--- config.mk ---
export PLATFORM = sky130hd
export DESIGN_NAME = mdio_responder
export DESIGN_NICKNAME = d
export VERILOG_FILES = /design/src/rtl/mdio_pkg.sv /design/src/rtl/mdio_edge_sync.sv /design/src/rtl/mdio_responder.sv
export SDC_FILE = /design/constraint.sdc
export NUM_CORES = 1
export LEC_CHECK = 0
export BUFFER_PORTS_ARGS = -buffer_cell sky130_fd_sc_hd__clkbuf_2
export CAP_MARGIN = 10
export CORE_MARGIN = 1.5
export CORE_UTILIZATION = 63
export DETAILED_ROUTE_END_ITERATION = 16
export HOLD_SLACK_MARGIN = 0.08
export MAX_ROUTING_LAYER = met4
export PLACE_DENSITY = 0.85
export SLEW_MARGIN = 30
export SYNTH_ARGS = -nofsm -noshare
export SYNTH_HDL_FRONTEND = slang
export SYNTH_SLANG_ARGS = --single-unit
--- constraint.sdc ---
create_clock -name clk -period 5.4 [get_ports clk]
set_input_delay 0 -clock clk [delete_from_list [all_inputs] [get_ports clk]]
set_output_delay 0 -clock clk [all_outputs]
set_load 0.1 [all_outputs]
--- src/rtl/mdio_pkg.sv ---
// Shared MDIO clause-22 definitions: frame field widths, opcodes and responder states.
package mdio_pkg;
    localparam int PHY_W  = 5;
    localparam int REG_W  = 5;
    localparam int DATA_W = 16;

    localparam logic [1:0] OP_RD  = 2'b10;
    localparam logic [1:0] OP_WR  = 2'b01;
    localparam logic [1:0] ST_PAT = 2'b01;

    typedef enum logic [2:0] {
        S_PRE, S_ST, S_OP, S_PHY, S_REG, S_TA, S_RD, S_WR
    } state_t;
endpackage

--- src/rtl/mdio_edge_sync.sv ---
// Two-flop synchronisers for mdc/mdio with an mdc rise-event pulse.
module mdio_edge_sync (
    input  logic clk,
    input  logic rstf,
    input  logic mdc_in,
    input  logic mdio_in,
    output logic mdc_rise,
    output logic mdio_s
);
    logic [2:0] mdc_ff;
    logic [1:0] mdio_ff;

    always_ff @(posedge clk) begin
        if (!rstf) begin
            mdc_ff  <= '0;
            mdio_ff <= '0;
        end else begin
            mdc_ff  <= {mdc_ff[1:0], mdc_in};
            mdio_ff <= {mdio_ff[0], mdio_in};
        end
    end

    // mdio_ff[1] has the same depth as mdc_ff[1], so data is aligned with the rise event
    assign mdc_rise = mdc_ff[1] & ~mdc_ff[2];
    assign mdio_s   = mdio_ff[1];
endmodule

--- src/rtl/mdio_responder.sv ---
// Clause-22 MDIO target: decodes frames on oversampled mdc, serves an external register bank
// and keeps an internal page-select register that prefixes the external address.
module mdio_responder
    import mdio_pkg::*;
#(
    parameter logic [4:0] PHY_ADDR     = 5'd0,
    parameter logic [4:0] PAGE_REG     = 5'd22,
    parameter int         PAGE_W       = 2,
    parameter int         PREAMBLE_MIN = 32,
    parameter int         MDC_TIMEOUT  = 1024
) (
    input  logic                  clk,
    input  logic                  rstf,
    input  logic                  mdc_in,
    input  logic                  mdio_in,
    output logic                  mdio_out,
    output logic                  mdio_oe,
    output logic [PAGE_W-1:0]     page,
    output logic [PAGE_W+4:0]     reg_addr,
    output logic                  reg_rd_req,
    input  logic [DATA_W-1:0]     reg_rdata,
    output logic                  reg_wr,
    output logic [DATA_W-1:0]     reg_wdata,
    output logic                  busy
);
    localparam int PRE_W = $clog2(PREAMBLE_MIN + 2);
    localparam int TMO_W = $clog2(MDC_TIMEOUT + 1);

    typedef struct packed {
        state_t              st;
        logic [PRE_W-1:0]    pre;
        logic [4:0]          bcnt;
        logic                rd;
        logic                match;
        logic                pg_rd;
        logic [REG_W-1:0]    regad;
        logic [DATA_W-1:0]   sh;
        logic [DATA_W-1:0]   rsh;
        logic [TMO_W-1:0]    tmo;
        logic [PAGE_W-1:0]   page;
        logic                oe;
        logic                out;
        logic                rd_req;
        logic                wr;
        logic [PAGE_W+4:0]   addr;
        logic [DATA_W-1:0]   wdata;
    } ctx_t;

    ctx_t q, d;
    logic mdc_rise, mdio_s;
    logic [DATA_W-1:0] sh_nx;

    mdio_edge_sync u_sync (
        .clk     (clk),
        .rstf    (rstf),
        .mdc_in  (mdc_in),
        .mdio_in (mdio_in),
        .mdc_rise(mdc_rise),
        .mdio_s  (mdio_s)
    );

    assign sh_nx = {q.sh[DATA_W-2:0], mdio_s};

    always_ff @(posedge clk) begin
        if (!rstf) q <= '0;
        else       q <= d;
    end

    always_comb begin
        d        = q;
        d.rd_req = 1'b0;
        d.wr     = 1'b0;
        if (mdc_rise) begin
            d.tmo  = '0;
            d.sh   = sh_nx;
            d.bcnt = q.bcnt + 5'd1;
            case (q.st)
                S_PRE: begin
                    d.bcnt = '0;
                    if (mdio_s) begin
                        if (q.pre != '1) d.pre = q.pre + PRE_W'(1);
                    end else if (q.pre >= PRE_W'(PREAMBLE_MIN)) begin
                        d.st  = S_ST;
                        d.pre = '0;
                    end else begin
                        d.pre = '0;
                    end
                end
                S_ST: begin
                    d.bcnt = '0;
                    d.st   = (mdio_s == ST_PAT[0]) ? S_OP : S_PRE;
                end
                S_OP: if (q.bcnt == 5'd1) begin
                    d.bcnt = '0;
                    if (sh_nx[1:0] == OP_RD || sh_nx[1:0] == OP_WR) begin
                        d.st = S_PHY;
                        d.rd = (sh_nx[1:0] == OP_RD);
                    end else begin
                        d.st = S_PRE;
                    end
                end
                S_PHY: if (q.bcnt == 5'(PHY_W - 1)) begin
                    d.bcnt  = '0;
                    d.match = (sh_nx[PHY_W-1:0] == PHY_ADDR);
                    d.st    = S_REG;
                end
                S_REG: if (q.bcnt == 5'(REG_W - 1)) begin
                    d.bcnt  = '0;
                    d.regad = sh_nx[REG_W-1:0];
                    d.pg_rd = (sh_nx[REG_W-1:0] == PAGE_REG);
                    d.st    = S_TA;
                    if (q.match && q.rd && sh_nx[REG_W-1:0] != PAGE_REG) begin
                        d.rd_req = 1'b1;
                        d.addr   = {q.page, sh_nx[REG_W-1:0]};
                    end
                end
                S_TA: begin
                    if (q.rd) begin
                        // first TA rise: capture read data and drive the 0 of the turnaround
                        d.bcnt = '0;
                        d.st   = S_RD;
                        d.oe   = q.match;
                        d.out  = 1'b0;
                        d.rsh  = q.pg_rd ? DATA_W'(q.page) : reg_rdata;
                    end else if (q.bcnt == 5'd1) begin
                        d.bcnt = '0;
                        d.st   = S_WR;
                    end
                end
                S_RD: begin
                    if (q.bcnt == 5'd16) begin
                        d.st   = S_PRE;
                        d.pre  = '0;
                        d.bcnt = '0;
                        d.oe   = 1'b0;
                        d.out  = 1'b0;
                    end else begin
                        d.out = q.match & q.rsh[DATA_W-1];
                        d.rsh = {q.rsh[DATA_W-2:0], 1'b0};
                    end
                end
                S_WR: if (q.bcnt == 5'(DATA_W - 1)) begin
                    d.st   = S_PRE;
                    d.pre  = '0;
                    d.bcnt = '0;
                    if (q.match) begin
                        if (q.regad == PAGE_REG) begin
                            d.page = sh_nx[PAGE_W-1:0];
                        end else begin
                            d.wr    = 1'b1;
                            d.addr  = {q.page, q.regad};
                            d.wdata = sh_nx;
                        end
                    end
                end
                default: d.st = S_PRE;
            endcase
        end else if (q.st != S_PRE) begin
            if (q.tmo == TMO_W'(MDC_TIMEOUT - 1)) begin
                d.st   = S_PRE;
                d.pre  = '0;
                d.bcnt = '0;
                d.tmo  = '0;
                d.oe   = 1'b0;
                d.out  = 1'b0;
            end else begin
                d.tmo = q.tmo + TMO_W'(1);
            end
        end
    end

    assign mdio_out   = q.out;
    assign mdio_oe    = q.oe;
    assign page       = q.page;
    assign reg_addr   = q.addr;
    assign reg_rd_req = q.rd_req;
    assign reg_wr     = q.wr;
    assign reg_wdata  = q.wdata;
    assign busy       = (q.st != S_PRE);
endmodule
==> results by group <==
Global routing
  – Vias in the first global route: roughly 3600
  – GRT Overall Usage: roughly 27%
  – Met1 Use GR: between 30% and 40%
  – Initial antenna violation count: 0
  – Global-route wire length before repair: ~16 mm
  – Largest net degree at the start of global routing: between 50 and 60
  – M2 GR Usage: a little over two fifths
  – GRT busiest layer: met2
  – Overflow left after global routing: 0
  – Global Route met3 Usage: 7.13%

CTS
  – Clk root buf: clkbuf_8
  – Post-cts resize count: 0
  – Clk buf depth: 2
  – Worst-path clk slew: 0.10 ns
  – Worst skew pair latency: between 0.3 and 0.4 ns
  – Clock tree sinks: between 90 and 100
  – CTS tree: built
  – CTS buffer count: 9
  – H-tree Lvls: 3

Yosys
  – Synth cell types: 59
  – Top FF cell, synth: dfxtp_1
  – Synth Area per Inst: about 8.4 µm²
  – Sequential share of the synthesized area: roughly two fifths
  – Compound-Gate Fraction of Synth Area: between 15 and 20%
  – Area share of fa/ha/maj cells after synthesis: approximately 2.6%
  – XOR/XNOR Fraction of Synth Area: around 1.5%
  – Post-synth ARST share: 0%
  – Synthesis warning total: 0
  – Total nets after synthesis: about 590
  – Cells after synthesis: 562
  – Synth Area in Simple Gates: between 20% and 30%
  – Netlist Area Pre-Place: 4730 µm²
  – Multiplexer share of the synthesized area: 4.05%
  – Number of synthesized flops with an enable pin: 0
  – FF+latch count, synth: 98
  – Largest family of logic cells by synthesized area: simple AND/OR/NAND/NOR gates

Layout
  – FF+latch area: approximately 2000 µm²
  – Design Area, Final: between 5000 and 6000 µm²
  – P&R area growth vs syn: 7.81%
  – Final net count: about 610
  – Share of cells above drive strength 1: 14.6%
  – Ant. Diodes: 0
  – Fillers: between 500 and 600
  – Multi-input logic area: approximately 2400 µm²

Die
  – IO Count: 50
  – Rows: 31
  – Initial Utilization: ~65%
  – Die height: 89.6 µm
  – Die ar.: approximately 8000 µm²
  – Die W: 89.6 µm
  – CORE AREA: about 7300 µm²

Setup path
  – Reg-to-Reg Start: q[80]
  – FF-to-FF path depth: 9
  – Crit start category: flip-flop
  – WP data arrival: between 2 and 3 ns
  – Reg-to-reg endpoint: reg_wdata[0]
  – CP Capture Type: flip-flop
  – Crit-path max FO: 16
  – Critical path class: flip-flop to flip-flop
  – Reg-to-reg slack, setup: 3.05 ns
  – Critical Path RT: around 5.7 ns

Job
  – Max Cap Viol: 0

Power and ir drop
  – Pwr Density: approximately 240 nW/µm²
  – Max VDD drop: about 0.00013 V
  – P_leak: about 1.9 nW

Place
  – Port bufs: about 50
  – Placed cell area: approximately 4800 µm²
  – Routability cong.: 0.897
  – Detail Placement HPWL: roughly 6.4 mm

STA
  – Final hold vios: 0
  – Final Cycle Share: between 40% and 50%
  – Achievable Freq: ~430 MHz
  – Final slew viol count: 0
  – Sum Neg Setup Slack: 0 ns
  – Clk_skew: between 0.01 and 0.015 ns
  – Final setup fails: 0
  – RSZ-0062 raised after global routing: no
  – Least-Margin Pin Slew: between 0.8 and 0.9 ns
  – Relative slew slack: 40.2%
  – Final min period: 2.35 ns

Min path
  – Hold/Removal Path Class: input port to flip-flop
  – Hold Crit Start: reg_rdata[10]
  – Worst hold stages: 4
  – Hold endpoint: q[50]

Routing
  – Drt total wl: between 9 and 10 mm
  – DRT antenna net count: 0
  – Vias: slightly below 4000
  – DR iter-0 viols: about 240
  – DR WL/cell: 14.1 µm
  – DR pass1 iterations: 5
  – Via density per instance: 5.79
  – Residual DRC: 0

Status
  – Status: finished clean
-- layout by cell type, fill, tap and decap left out, types with 14 or more instances in the layout --
cell and n:
clkbuf_2 49, nand3_1 24, inv_1 16, and3_1 19, mux2i_1 18, dlygate4sd3_1 14
a21oi_1 62, dfxtp_1 98, nor2_1 38, nand2_1 93
-- how the worst max path moves through the flow --
stage	startpoint	end	slack, ns
3_5_place_dp	q[93]	q[52]	2.91
6_report	q[80]	reg_wdata[0]	3.05
4_1_cts	q[93]	q[52]	2.88
3_3_place_gp	q[93]	q[41]	3.02
2_1_floorplan	q[80]	reg_wdata[15]	3.48
5_1_grt	q[91]	reg_wdata[0]	2.81
-- Yosys cell counts, drive strengths merged (3+ instances only) --
cell	count	share of area (%)
a211oi	14	2.5
a21boi	3	0.48
a21oi	65	7.1
a22oi	3	0.48
a311oi	4	0.74
a31oi	5	0.66
and2	10	1.3
and3	19	2.5
buf	37	5.9
clkbuf	18	1.4
dfxtp	98	42
ha	10	2.6
inv	17	1.3
mux2i	18	3.8
nand2	94	7.5
nand2b	7	0.93
nand3	25	2.8
nand3b	4	0.71
nand4	4	0.66
nand4b	3	0.56
nor2	38	3.0
nor2b	5	0.66
nor3	6	1.1
nor3b	4	0.64
nor4	5	0.66
o21ai	10	1.1
xor2	6	1.1
-- cell type report --
type / instances / area share, %
multi-input cells: 392 / 46.2
repair buffers: 65 / 7.86
well taps: 99 / 2.43
clock inverters: 7 / 1.30
clock buffers: 9 / 2.43
flip-flops and latches: 98 / 38.5
inverters: 17 / 1.25
-- critical path, stage by stage (launching register included) --
cell	delay (ns)
dfxtp_1	0.42
ha_1	0.21
nand3_1	0.11
inv_1	0.08
ha_1	0.21
nand2_1	0.18
a211oi_4	0.27
and2_1	0.52
nand2_1	0.14
a21oi_1	0.14
-- layer usage --
metal,share of wire (%),wire (µm),vias to the layer above
met3,5.0,488,27
met2,46,4500,105
met1,47,4530,1876
li1,-,-,1970
met5,0,0,-
met4,2.2,209,0
-- timing repair --
item,CTS,global route
endpoints found under the hold margin,14,0
hold buffers,14,0
setup buffers,0,0
-- where the power goes --
part	switching [mW]	leakage (nW)	internal, mW
Clock	0.285	0.0986	0.181
Sequential	0.00197	0.790	0.724
Combinational	0.0275	0.988	0.0216
Total	0.314	1.88	0.926
-- kinds of logic after synthesis --
family                   after synthesis
AND/OR/NAND/NOR                      236
AO/OA/AOI/OAI                        119
flip-flops                            98
buffers and inverters                 72
multiplexers                          19
adder cells (fa/ha/maj)               10
XOR/XNOR                               8
-- metrics by stage --
stage	setup WS, ns	utilization (%)	std cells	hold WS [ns]	power (mW)
after floorplan	3.48	-	562	0.127	0.769
after global placement	3.02	65.7	657	0.206	0.782
after detailed placement	2.91	65.7	657	0.213	0.783
after CTS	2.88	70.2	687	0.0847	1.25
after global routing	2.81	70.3	687	0.102	1.29
final	3.05	70.3	687	0.0996	1.24
-- flip-flops by register name, summed over array words and instances (netlist names) --
signal          flops
u_sync.mdio_ff      2
page                2
reg_rd_req          1
reg_wr              1
q                  64
mdio_out            1
mdio_oe             1
u_sync.mdc_ff       3
reg_wdata          16
reg_addr            7
(Power assumes the default switching activity.)
